[config.mk]
export PLATFORM = sky130hd
export DESIGN_NAME = conv_stream_host_flat
export DESIGN_NICKNAME = d
export VERILOG_FILES = /design/src/rtl/conv_stream_pkg.sv /design/src/rtl/conv_stream_host_if.sv /design/src/rtl/conv_host_ram.sv /design/src/rtl/conv_stream_host.sv /design/src/flat_wrapper.sv
export SDC_FILE = /design/constraint.sdc
export NUM_CORES = 1
export LEC_CHECK = 0
export CORE_AREA = 2 2 384 291
export DETAILED_ROUTE_END_ITERATION = 8
export DIE_AREA = 0 0 386 293
export DONT_BUFFER_PORTS = 1
export PLACE_DENSITY = 0.5
export SYNTH_ARGS = -nofsm -noshare
export SYNTH_HDL_FRONTEND = slang
export SYNTH_HIERARCHICAL = 1
export SYNTH_SLANG_ARGS = --single-unit
[constraint.sdc]
create_clock -name clk -period 2.99 [get_ports clk]
set_input_delay 0.598 -clock clk [delete_from_list [all_inputs] [get_ports clk]]
set_output_delay 0.598 -clock clk [all_outputs]
set_load 0.1 [all_outputs]
[src/rtl/conv_stream_pkg.sv]
// Shared FSM state encoding and watchdog default for the convolution stream host.
package conv_stream_pkg;

    localparam int unsigned TIMEOUT_DEFAULT = 1024;

    typedef enum logic [2:0] {
        ST_IDLE,
        ST_PREFETCH,
        ST_STREAM,
        ST_DRAIN,
        ST_FINISH
    } state_t;

endpackage

[src/rtl/conv_stream_host_if.sv]
// Host <-> convolution engine stream handshake: x toward the engine, y back from it.
interface conv_stream_host_if #(
    parameter int unsigned T = 16
);
    logic [T-1:0] x_data;
    logic         x_valid;
    logic         x_ready;
    logic [T-1:0] y_data;
    logic         y_valid;
    logic         y_ready;

    modport master (
        output x_data, x_valid, y_ready,
        input  x_ready, y_data, y_valid
    );

    modport slave (
        input  x_data, x_valid, y_ready,
        output x_ready, y_data, y_valid
    );
endinterface

[src/rtl/conv_host_ram.sv]
// Single-clock buffer: one write port, one registered read port (read-before-write).
module conv_host_ram #(
    parameter int unsigned WIDTH = 16,
    parameter int unsigned DEPTH = 32,
    localparam int unsigned AW = (DEPTH > 1) ? $clog2(DEPTH) : 1
) (
    input  logic             clk,
    input  logic             reset,
    input  logic             wr_en,
    input  logic [AW-1:0]    wr_addr,
    input  logic [WIDTH-1:0] wr_data,
    input  logic             rd_en,
    input  logic [AW-1:0]    rd_addr,
    output logic [WIDTH-1:0] rd_data
);
    logic [WIDTH-1:0] mem [DEPTH];

    // Contents are deliberately left untouched by reset.
    always_ff @(posedge clk) begin
        if (wr_en && (32'(wr_addr) < DEPTH)) begin
            mem[wr_addr] <= wr_data;
        end
    end

    always_ff @(posedge clk) begin
        if (reset) begin
            rd_data <= '0;
        end else if (rd_en) begin
            rd_data <= (32'(rd_addr) < DEPTH) ? mem[rd_addr] : '0;
        end
    end
endmodule

[src/rtl/conv_stream_host.sv]
// Buffers an input vector, streams it to a convolution engine and captures the results.
// Optional stall injection on the handshakes: define CONV_STREAM_HOST_STALL_EN.
module conv_stream_host
    import conv_stream_pkg::*;
#(
    parameter int unsigned T       = 16,
    parameter int unsigned SIZE_X  = 32,
    parameter int unsigned SIZE_F  = 8,
    parameter int unsigned TIMEOUT = TIMEOUT_DEFAULT,
    localparam int unsigned SIZE_Y = SIZE_X - SIZE_F + 1,
    localparam int unsigned XAW    = $clog2(SIZE_X),
    localparam int unsigned YAW    = $clog2(SIZE_Y),
    localparam int unsigned XCW    = XAW + 1,
    localparam int unsigned YCW    = YAW + 1,
    localparam int unsigned WDW    = $clog2(TIMEOUT + 1)
) (
    input  logic                clk,
    input  logic                reset,
    input  logic                start,
    input  logic                in_wr_en,
    input  logic [XAW-1:0]      in_wr_addr,
    input  logic [T-1:0]        in_wr_data,
    input  logic [YAW-1:0]      out_rd_addr,
    output logic [T-1:0]        out_rd_data,
    conv_stream_host_if.master  eng,
    output logic                busy,
    output logic                done,
    output logic                timeout_err,
    output logic [YCW-1:0]      y_count
);
    state_t           state_q, state_d;
    logic [XCW-1:0]   x_cnt_q, x_cnt_d;
    logic [YCW-1:0]   y_count_d;
    logic [WDW-1:0]   wd_q, wd_d;
    logic             x_valid_q, x_valid_d;
    logic             y_ready_q, y_ready_d;
    logic             busy_d, done_d, timeout_err_d;
    logic             x_hs_c, y_hs_c, gate_x_c, gate_y_c, x_rd_en_c;
    logic [XCW-1:0]   x_next_idx_c;
    logic [XAW-1:0]   x_rd_addr_c;

`ifdef CONV_STREAM_HOST_STALL_EN
    logic [15:0] lfsr_q;

    always_ff @(posedge clk) begin
        if (reset) begin
            lfsr_q <= 16'hACE1;
        end else begin
            lfsr_q <= {lfsr_q[14:0], lfsr_q[15] ^ lfsr_q[13] ^ lfsr_q[12] ^ lfsr_q[10]};
        end
    end

    assign gate_x_c = lfsr_q[0];
    assign gate_y_c = lfsr_q[1];
`else
    assign gate_x_c = 1'b0;
    assign gate_y_c = 1'b0;
`endif

    assign x_hs_c = x_valid_q && eng.x_ready;
    assign y_hs_c = eng.y_valid && y_ready_q && (y_count < YCW'(SIZE_Y));

    // Read-ahead: address the word after the one being accepted so it appears with no bubble.
    always_comb begin
        x_next_idx_c = x_hs_c ? (x_cnt_q + XCW'(1)) : x_cnt_q;
        x_rd_addr_c  = (x_next_idx_c < XCW'(SIZE_X)) ? x_next_idx_c[XAW-1:0] : '0;
        x_rd_en_c    = (state_q == ST_PREFETCH) || (state_q == ST_STREAM);
    end

    conv_host_ram #(.WIDTH(T), .DEPTH(SIZE_X)) u_in_ram (
        .clk     (clk),
        .reset   (reset),
        .wr_en   (in_wr_en && (state_q == ST_IDLE)),
        .wr_addr (in_wr_addr),
        .wr_data (in_wr_data),
        .rd_en   (x_rd_en_c),
        .rd_addr (x_rd_addr_c),
        .rd_data (eng.x_data)
    );

    conv_host_ram #(.WIDTH(T), .DEPTH(SIZE_Y)) u_out_ram (
        .clk     (clk),
        .reset   (reset),
        .wr_en   (y_hs_c),
        .wr_addr (y_count[YAW-1:0]),
        .wr_data (eng.y_data),
        .rd_en   (1'b1),
        .rd_addr (out_rd_addr),
        .rd_data (out_rd_data)
    );

    always_ff @(posedge clk) begin
        if (reset) begin
            state_q     <= ST_IDLE;
            x_cnt_q     <= '0;
            y_count     <= '0;
            wd_q        <= '0;
            x_valid_q   <= 1'b0;
            y_ready_q   <= 1'b0;
            busy        <= 1'b0;
            done        <= 1'b0;
            timeout_err <= 1'b0;
        end else begin
            state_q     <= state_d;
            x_cnt_q     <= x_cnt_d;
            y_count     <= y_count_d;
            wd_q        <= wd_d;
            x_valid_q   <= x_valid_d;
            y_ready_q   <= y_ready_d;
            busy        <= busy_d;
            done        <= done_d;
            timeout_err <= timeout_err_d;
        end
    end

    always_comb begin
        state_d       = state_q;
        x_cnt_d       = x_cnt_q;
        y_count_d     = y_count;
        wd_d          = wd_q;
        timeout_err_d = timeout_err;
        x_valid_d     = 1'b0;

        if (x_hs_c) x_cnt_d = x_cnt_q + XCW'(1);
        if (y_hs_c) y_count_d = y_count + YCW'(1);
        if (state_q != ST_IDLE) wd_d = (x_hs_c || y_hs_c) ? '0 : (wd_q + WDW'(1));

        unique case (state_q)
            ST_IDLE: begin
                if (start) begin
                    state_d       = ST_PREFETCH;
                    x_cnt_d       = '0;
                    y_count_d     = '0;
                    wd_d          = '0;
                    timeout_err_d = 1'b0;
                end
            end
            ST_PREFETCH: begin
                state_d   = ST_STREAM;
                x_valid_d = !gate_x_c;
            end
            ST_STREAM: begin
                if (x_hs_c && (x_cnt_q == XCW'(SIZE_X - 1))) begin
                    state_d = ST_DRAIN;
                end else begin
                    // A presented word stays valid until taken; stalls only delay new words.
                    x_valid_d = (x_valid_q && !x_hs_c) || !gate_x_c;
                end
            end
            ST_DRAIN: begin
                if (y_count == YCW'(SIZE_Y)) state_d = ST_FINISH;
            end
            ST_FINISH: state_d = ST_IDLE;
            default:   state_d = ST_IDLE;
        endcase

        if ((state_q != ST_IDLE) && !(x_hs_c || y_hs_c) && ((32'(wd_q) + 32'd1) >= TIMEOUT)) begin
            state_d       = ST_IDLE;
            timeout_err_d = 1'b1;
            x_valid_d     = 1'b0;
            wd_d          = '0;
        end

        done_d    = (state_d == ST_FINISH);
        busy_d    = (state_d != ST_IDLE);
        y_ready_d = ((state_d == ST_STREAM) || (state_d == ST_DRAIN)) &&
                    (y_count_d < YCW'(SIZE_Y)) && !gate_y_c;
    end

    assign eng.x_valid = x_valid_q;
    assign eng.y_ready = y_ready_q;
endmodule

[src/flat_wrapper.sv]
// flat-port wrapper written by rule: the top's interface ports become plain ports
module conv_stream_host_flat import conv_stream_pkg::*;
#(
    parameter int unsigned T       = 16,
    parameter int unsigned SIZE_X  = 32,
    parameter int unsigned SIZE_F  = 8,
    parameter int unsigned TIMEOUT = TIMEOUT_DEFAULT,
    localparam int unsigned SIZE_Y = SIZE_X - SIZE_F + 1,
    localparam int unsigned XAW    = $clog2(SIZE_X),
    localparam int unsigned YAW    = $clog2(SIZE_Y),
    localparam int unsigned XCW    = XAW + 1,
    localparam int unsigned YCW    = YAW + 1,
    localparam int unsigned WDW    = $clog2(TIMEOUT + 1)
)
  (clk, reset, start, in_wr_en, in_wr_addr, in_wr_data, out_rd_addr, out_rd_data, busy, done, timeout_err, y_count, eng_x_data, eng_x_valid, eng_y_ready, eng_x_ready, eng_y_data, eng_y_valid);
  conv_stream_host_if #(.T(T)) eng_i ();
  input  logic clk;
  input  logic reset;
  input  logic start;
  input  logic in_wr_en;
  input  logic [XAW-1:0] in_wr_addr;
  input  logic [T-1:0] in_wr_data;
  input  logic [YAW-1:0] out_rd_addr;
  output logic [T-1:0] out_rd_data;
  output logic busy;
  output logic done;
  output logic timeout_err;
  output logic [YCW-1:0] y_count;
  output wire logic [$bits(eng_i.x_data)-1:0] eng_x_data;
  output wire logic [$bits(eng_i.x_valid)-1:0] eng_x_valid;
  output wire logic [$bits(eng_i.y_ready)-1:0] eng_y_ready;
  input wire logic [$bits(eng_i.x_ready)-1:0] eng_x_ready;
  input wire logic [$bits(eng_i.y_data)-1:0] eng_y_data;
  input wire logic [$bits(eng_i.y_valid)-1:0] eng_y_valid;
  assign eng_x_data = eng_i.x_data;
  assign eng_x_valid = eng_i.x_valid;
  assign eng_y_ready = eng_i.y_ready;
  assign eng_i.x_ready = eng_x_ready;
  assign eng_i.y_data = eng_y_data;
  assign eng_i.y_valid = eng_y_valid;
  conv_stream_host #(.T(T), .SIZE_X(SIZE_X), .SIZE_F(SIZE_F), .TIMEOUT(TIMEOUT)) u_core (.clk(clk), .reset(reset), .start(start), .in_wr_en(in_wr_en), .in_wr_addr(in_wr_addr), .in_wr_data(in_wr_data), .out_rd_addr(out_rd_addr), .out_rd_data(out_rd_data), .eng(eng_i), .busy(busy), .done(done), .timeout_err(timeout_err), .y_count(y_count));
endmodule
Word-level counts from Yosys, hierarchy flattened. Memories as Yosys holds them, arrays and structs flattened. A register that Yosys moved wholly into a read port is not among the register bits. Cells that the tools add are included.

Register bits: 31. Latch bits: 0. RAM bits: 912. Bits in read-only memories: 0. Input port bits: 48. Output and inout bits: 43. Memories: 2.

Memory list: u_core.u_in_ram.mem (depth 32, width 16, read ports 1, clocked after Yosys merged registers in 1, wr ports 1, line conv_host_ram.sv:16) `logic [WIDTH-1:0] mem [DEPTH];`; u_core.u_out_ram.mem (depth 25, width 16, read ports 1, clocked after Yosys merged registers in 1, wr ports 1, line conv_host_ram.sv:16).

Add/sub/neg operators: 4. Multiply operators: 0. Divide/modulo/power cells: 0. Magnitude comparators: 6. Equal/unequal tests: 8. Shift-type cells: 0. Muxes and demuxes: 25. Bitwise operators: 1. Reductions and logical operators: 21.

Operator list (number): $mux W11 (4); $mux W6 (6); $ge A32 B11 Y1 const B (1); $add A11 B1 Y12 const B (1); $add A6 B1 Y6 const B (2); $eq A3 B2 Y1 const B (4); $eq A6 B5 Y1 const B (2); $lt A6 B5 Y1 const B (2); $mux W3 (4); $pmux W3 S4 (1); $add A11 B1 Y11 const B (1); $lt A5 B5 Y1 const B (2); $logic_and A1 B1 Y1 (9); $mux W1 (8); $lt A6 B6 Y1 const B (1); $reduce_bool A3 Y1 (2); $mux W5 (1); $reduce_bool A2 Y1 (2); $reduce_or A2 Y1 (2); $eq A3 B1 Y1 const B (1); $eq A3 B3 Y1 const B (1); $logic_not A3 Y1 (1); $logic_or A1 B1 Y1 (3); $pmux W1 S2 (1); 3 further kinds (3).

Depth between registers and ports, before layout.
Depth after elaboration: 10. Depth in mapped cells: 13. Gate-level depth less buffers: 10.

Cells and area by module. Netlist, hierarchy kept.

Modules (own cells, without submodules): conv_host_ram at u_core.u_in_ram (times used 1, cells each 1146, area an instance 20538.4 um^2, sequential area each 15695.1 um^2); conv_host_ram at u_core.u_out_ram (times used 1, cells each 727, area an instance 15992.8 um^2, sequential area each 12331.8 um^2); conv_stream_host (times used 1, cells each 180, area an instance 1551.5 um^2, sequential area each 620.6 um^2).

Least setup slack after synthesis. No wires, ideal clock.

Kind: flip-flop to flip-flop. Start point: reg u_core.y_count[1]. End point: mem u_core.u_out_ram.mem[24][0] (enable). Library setup time: 413 ps. Arrival time: 3273 ps. Setup slack: -696 ps. Cell stages (with the launch flop): 7. Path through: dfxtp_1 > inv_1 > ha_1 > or2b_2 > a31oi_4 > nor3b_1 > nor3b_1.

Cells in the longest elaborated chain, start to end: 5. Elaborated cells on any way between the ends: 6. Classes of those cells: order compare (2); mux (2); reduce/logical (2).

RTL lines: from (decl) (line conv_stream_host.sv:29) `output logic [YCW-1:0] y_count`; from (signal assigned) (line conv_stream_host.sv:106) `y_count <= y_count_d;`; $lt A6 B5 Y1 (line conv_stream_host.sv:61) `assign y_hs_c = eng.y_valid && y_ready_q && (y_count < YCW'(SIZE_Y));`; $logic_and A1 B1 Y1 (line conv_stream_host.sv:61); net u_core.y_hs_c (line conv_stream_host.sv:38) `logic x_hs_c, y_hs_c, gate_x_c, gate_y_c, x_rd_en_c;`; $logic_and A1 B1 Y1 (line conv_host_ram.sv:20) `if (wr_en && (32'(wr_addr) < DEPTH)) begin`; $mux W1 (line conv_host_ram.sv:20); $mux W1 (implied by the code) (line conv_host_ram.sv:21) `mem[wr_addr] <= wr_data;`; to (decl) (line conv_host_ram.sv:16).

The timed path passes the listed nets, and every way through them passes these cells.

Final worst setup path.
Start point: reg u_core.x_valid_q, in the netlist u_core/eng.x_valid. End point: reg u_core.u_in_ram.rd_data[14], read port of u_core.u_in_ram.mem.

Cells in the longest elaborated chain, start to end: 4.

RTL lines: from (decl) (line conv_stream_host.sv:35) `logic x_valid_q, x_valid_d;`; from (signal assigned) (line conv_stream_host.sv:108) `x_valid_q <= x_valid_d;`; $logic_and A1 B1 Y1 (*) (line conv_stream_host.sv:60) `assign x_hs_c = x_valid_q && eng.x_ready;`; $mux W6 (*) (line conv_stream_host.sv:65) `x_next_idx_c = x_hs_c ? (x_cnt_q + XCW'(1)) : x_cnt_q;`; $lt A6 B6 Y1 (line conv_stream_host.sv:66) `x_rd_addr_c = (x_next_idx_c < XCW'(SIZE_X)) ? x_next_idx_c[XAW-1:0] : '0;`; $mux W5 (*) (line conv_stream_host.sv:66); net u_core.x_rd_addr_c[0] (line conv_stream_host.sv:40) `logic [XAW-1:0] x_rd_addr_c;`; to (decl) (line conv_host_ram.sv:14) `output logic [WIDTH-1:0] rd_data`.

The timed path passes the listed nets; every way through them passes the cells marked *. A chain may end at the register's enable or synchronous reset.

==> results.md <==
* Reg2Reg Setup Slack at 0.04 ns
* Placed Cells at 3545
* Port-buffer cells at 0
* Share of cells above drive strength 1 at 22.3%
* Cells after synthesis at 2053
* RSZ-0062 raised after global routing: yes
* Dominant cells by area after synthesis: edfxtp_1 (72%), mux2i_1 (6.9%), mux4_2 (6.0%)
* MaxCap Viol Count at 0
* Total GRT Usage at 16.6%
* CTS tree: done
* Clock buffer depth at 3
* Startpoint Class: flip-flop
* Crit-path cells: and2_1 > buf_4 > xnor2_1 > buf_4 > nor2_4 > buf_12 > buf_12 > buf_16 > mux2i_1 > a22oi_1 > a21oi_1 > or4_1 > a211oi_2
* Final GP Congestion at 0.804
* Slowest cell on the critical path: or4_1
* HPWL Detailed at 58600 um
* First-pass GRT wire length at 137000 um
* Post-synth top flop: edfxtp_1
* Achievable clock frequency at 0.338 GHz
* Commonest cells after routing, fill and taps aside: edfxtp_1 (912), mux2i_1 (260), buf_4 (138)
* Non-filler cells, final at 3774
* Die W at 386 um
* Syn. warnings at 6
* CP max stage delay at 0.53 ns
* Total number of vias at 19.9k
* WP data required at 3.59 ns
* P&R area growth vs syn at 17.9%
* Area leader, netlist: edfxtp_1
* Starting density of the core at 35.0%
* Drt first pass iters at 5
* Final Net Count at 2302
* R2R depth at 13
* Die ar. at 113000 um2
* Syn Area/Cell at 18.5 um2
* Post-synth top area share at 71.9%
* Yosys reg bits at 975
* Reg-to-Reg End: u_core/u_in_ram/rd_data[14]
* CP startpoint: u_core/eng.x_valid
* Final period util at 98.8%
* Final Hold Viols at 0
* Total leakage power at 13.9 nW
* CTS HTree Levels at 3
* DIE HEIGHT at 293 um
* Async S/R FF share, synth at 0%
* Pins Over Slew Limit at 0
* Status: finished clean
* Critical path peak fanout at 20
* PwrDens at 654 nW/um2
* Yosys cell types at 63
* Root Buffer: clkbuf_16
* Worst min path class: in2reg
* Critical path endpoint: u_core/u_in_ram/rd_data[14]
* FF-to-FF Start: u_core/eng.x_valid
* Final WL at 94500 um
* Largest net degree at the start of global routing at 97
* Total power at 0.0294 W
* TritonCTS Buffers at 100
* Fin util at 41.2%
* Row cnt at 105
* Vias in the first global route at 20.2k
* Initial antenna violation count at 4
* Mapped cell area at 38100 um2
* Final ANT Viol Nets at 0
* Ports at 91
* Peak VDD IR at 518 uV
* Final setup fails at 0
* Worst-Skew Late Latency at 0.69 ns
* Rel. slew slack at 28.0%
* Register area share after synthesis at 75.2%
* Vias per inst at 5.26
* Number of flops mapped to enable cells by yosys at 912
* Routed len/inst at 25.0 um
* CP Class: reg2reg
* Arr. time, crit path at 3.56 ns
* Min Tclk post-route at 2.95 ns
* DR DRC count at 0
* Slew @ Worst Pin at 1.08 ns
* Grt ovf at 0
* Clk_skew at 0.0406 ns
* Clock transition at the registers of the reported paths at 0.06 ns
* Initial DRC count at 1976
* Most common cell after layout, fill and taps aside: edfxtp_1
* CP Capture Type: flip-flop
* CTS Sinks at 975
* Core ar. at 109000 um2
[synthesized netlist by cell type, drive strengths merged, types with 3 or more instances]
master,number
a211oi,24
a41oi,3
nor2b,13
mux4,102
a222oi,15
or3,4
mux2i,261
a22oi,132
nor2,101
or2,4
nand4,6
nand3,7
or4,16
and3,3
o21ai,8
inv,7
and2,4
a311oi,8
a2111oi,3
or3b,5
nor3b,3
nand2b,20
clkbuf,47
xor2,3
nor3,14
nor4,4
o22ai,3
dfxtp,63
nand2,43
mux2,18
a22o,3
nand3b,8
a21oi,76
a31oi,6
edfxtp,912
a221oi,12
buf,69
xnor2,4
ha,6
[sequential cells by signal, summed over array words and instances, names as in the netlist]
signal / count
u_core/timeout_err: 1
u_core/x_cnt_q: 6
u_core/y_count: 6
u_core/state_q: 3
u_core/done: 1
u_core/wd_q: 11
u_core/eng.y_ready: 1
u_core/eng.x_valid: 1
u_core/u_out_ram/rd_data: 16
u_core/busy: 1
u_core/u_in_ram/rd_data: 16
u_core/u_in_ram/mem: 512
u_core/u_out_ram/mem: 400
[report_power, final]
group,switching [W],internal [W]
registers,0.000126,0.0150
logic,0.00106,0.000663
clock network,0.00524,0.00727
total,0.00643,0.0229
[worst min-delay path by stage]
stage,start,to,slack (ns),cells after the start
finish,out_rd_addr[2],u_core/u_out_ram/rd_data[13],0.11,2
global route,out_rd_addr[2],u_core/u_out_ram/rd_data[3],0.08,2
CTS,out_rd_addr[2],u_core/u_out_ram/rd_data[13],0.04,2
detailed placement,u_core/wd_q[10],u_core/wd_q[10],0.44,2
global placement,u_core/wd_q[10],u_core/wd_q[10],0.43,2
floorplan,u_core/wd_q[10],u_core/wd_q[10],0.42,2
[worst max-delay path, delay by kind of cell, from the launching register on]
kind / cells / cell delay [ns]
DFF: 1 / 0.34
and+or+nand+nor: 3 / 0.81
xor gates and xnor gates: 1 / 0.12
muxes: 1 / 0.11
AOI/OAI and AO/OA: 3 / 0.59
buffers and inverters: 5 / 0.87
[layer usage]
metal / routed length, um / part of all wire [%] / global-route usage [%] / vias to the layer above
met4: 1480 / 1.6 / 3.51 / 4
met1: 45600 / 48 / 25.1 / 10500
met3: 4560 / 4.8 / 2.78 / 115
met5: 22 / 0.023 / 0 / -
met2: 42800 / 45 / 25.1 / 482
li1: - / - / - / 8758
[layout make-up]
| class | count | area [um2] |
|---|---|---|
| well taps | 1444 | 1810 |
| clock buffers | 130 | 2710 |
| clock inverters | 52 | 598 |
| flip-flops and latches | 975 | 28700 |
| repair buffers | 204 | 2180 |
| inverters | 8 | 30.0 |
| multi-input cells | 959 | 8920 |
| fillers | 9508 | 64000 |
| diodes | 2 | 5.00 |
[through the flow]
step | cell area, um2 | hold WS (ns) | setup slack [ns] | TNS [ns]
floorplan | 38200 | 0.419 | -0.0393 | -1.26
global placement | 40900 | 0.430 | -0.237 | -2.27
detailed placement | 40900 | 0.440 | -0.331 | -2.78
CTS | 44700 | 0.0438 | 0.0344 | 0
global route | 44900 | 0.0846 | -0.0244 | -0.0672
finish | 44900 | 0.106 | 0.0355 | 0
[kinds of logic (layout without fill, tap and decap cells)]
| logic type | count (synthesis) | count (layout) | synth area share, % |
|---|---|---|---|
| AO/OA/AOI/OAI | 298 | 298 | 5.64 |
| XOR/XNOR | 7 | 7 | 0.161 |
| adder cells (fa/ha/maj) | 6 | 6 | 0.197 |
| buffers and inverters | 124 | 394 | 1.86 |
| flip-flops | 975 | 975 | 75.2 |
| multiplexers | 381 | 381 | 13.4 |
| other | 1 | 8 | 0.00985 |
| AND/OR/NAND/NOR | 261 | 261 | 3.49 |
[timing repair]
item	CTS	global route
pin swaps	0	2
hold endpoints to repair	936	0
gates cloned	0	2
endpoints found under the setup margin	1	13
hold buffers	34	0
buffers inserted	0	9
resized for setup	3	13
(Power assumes the default switching activity.)
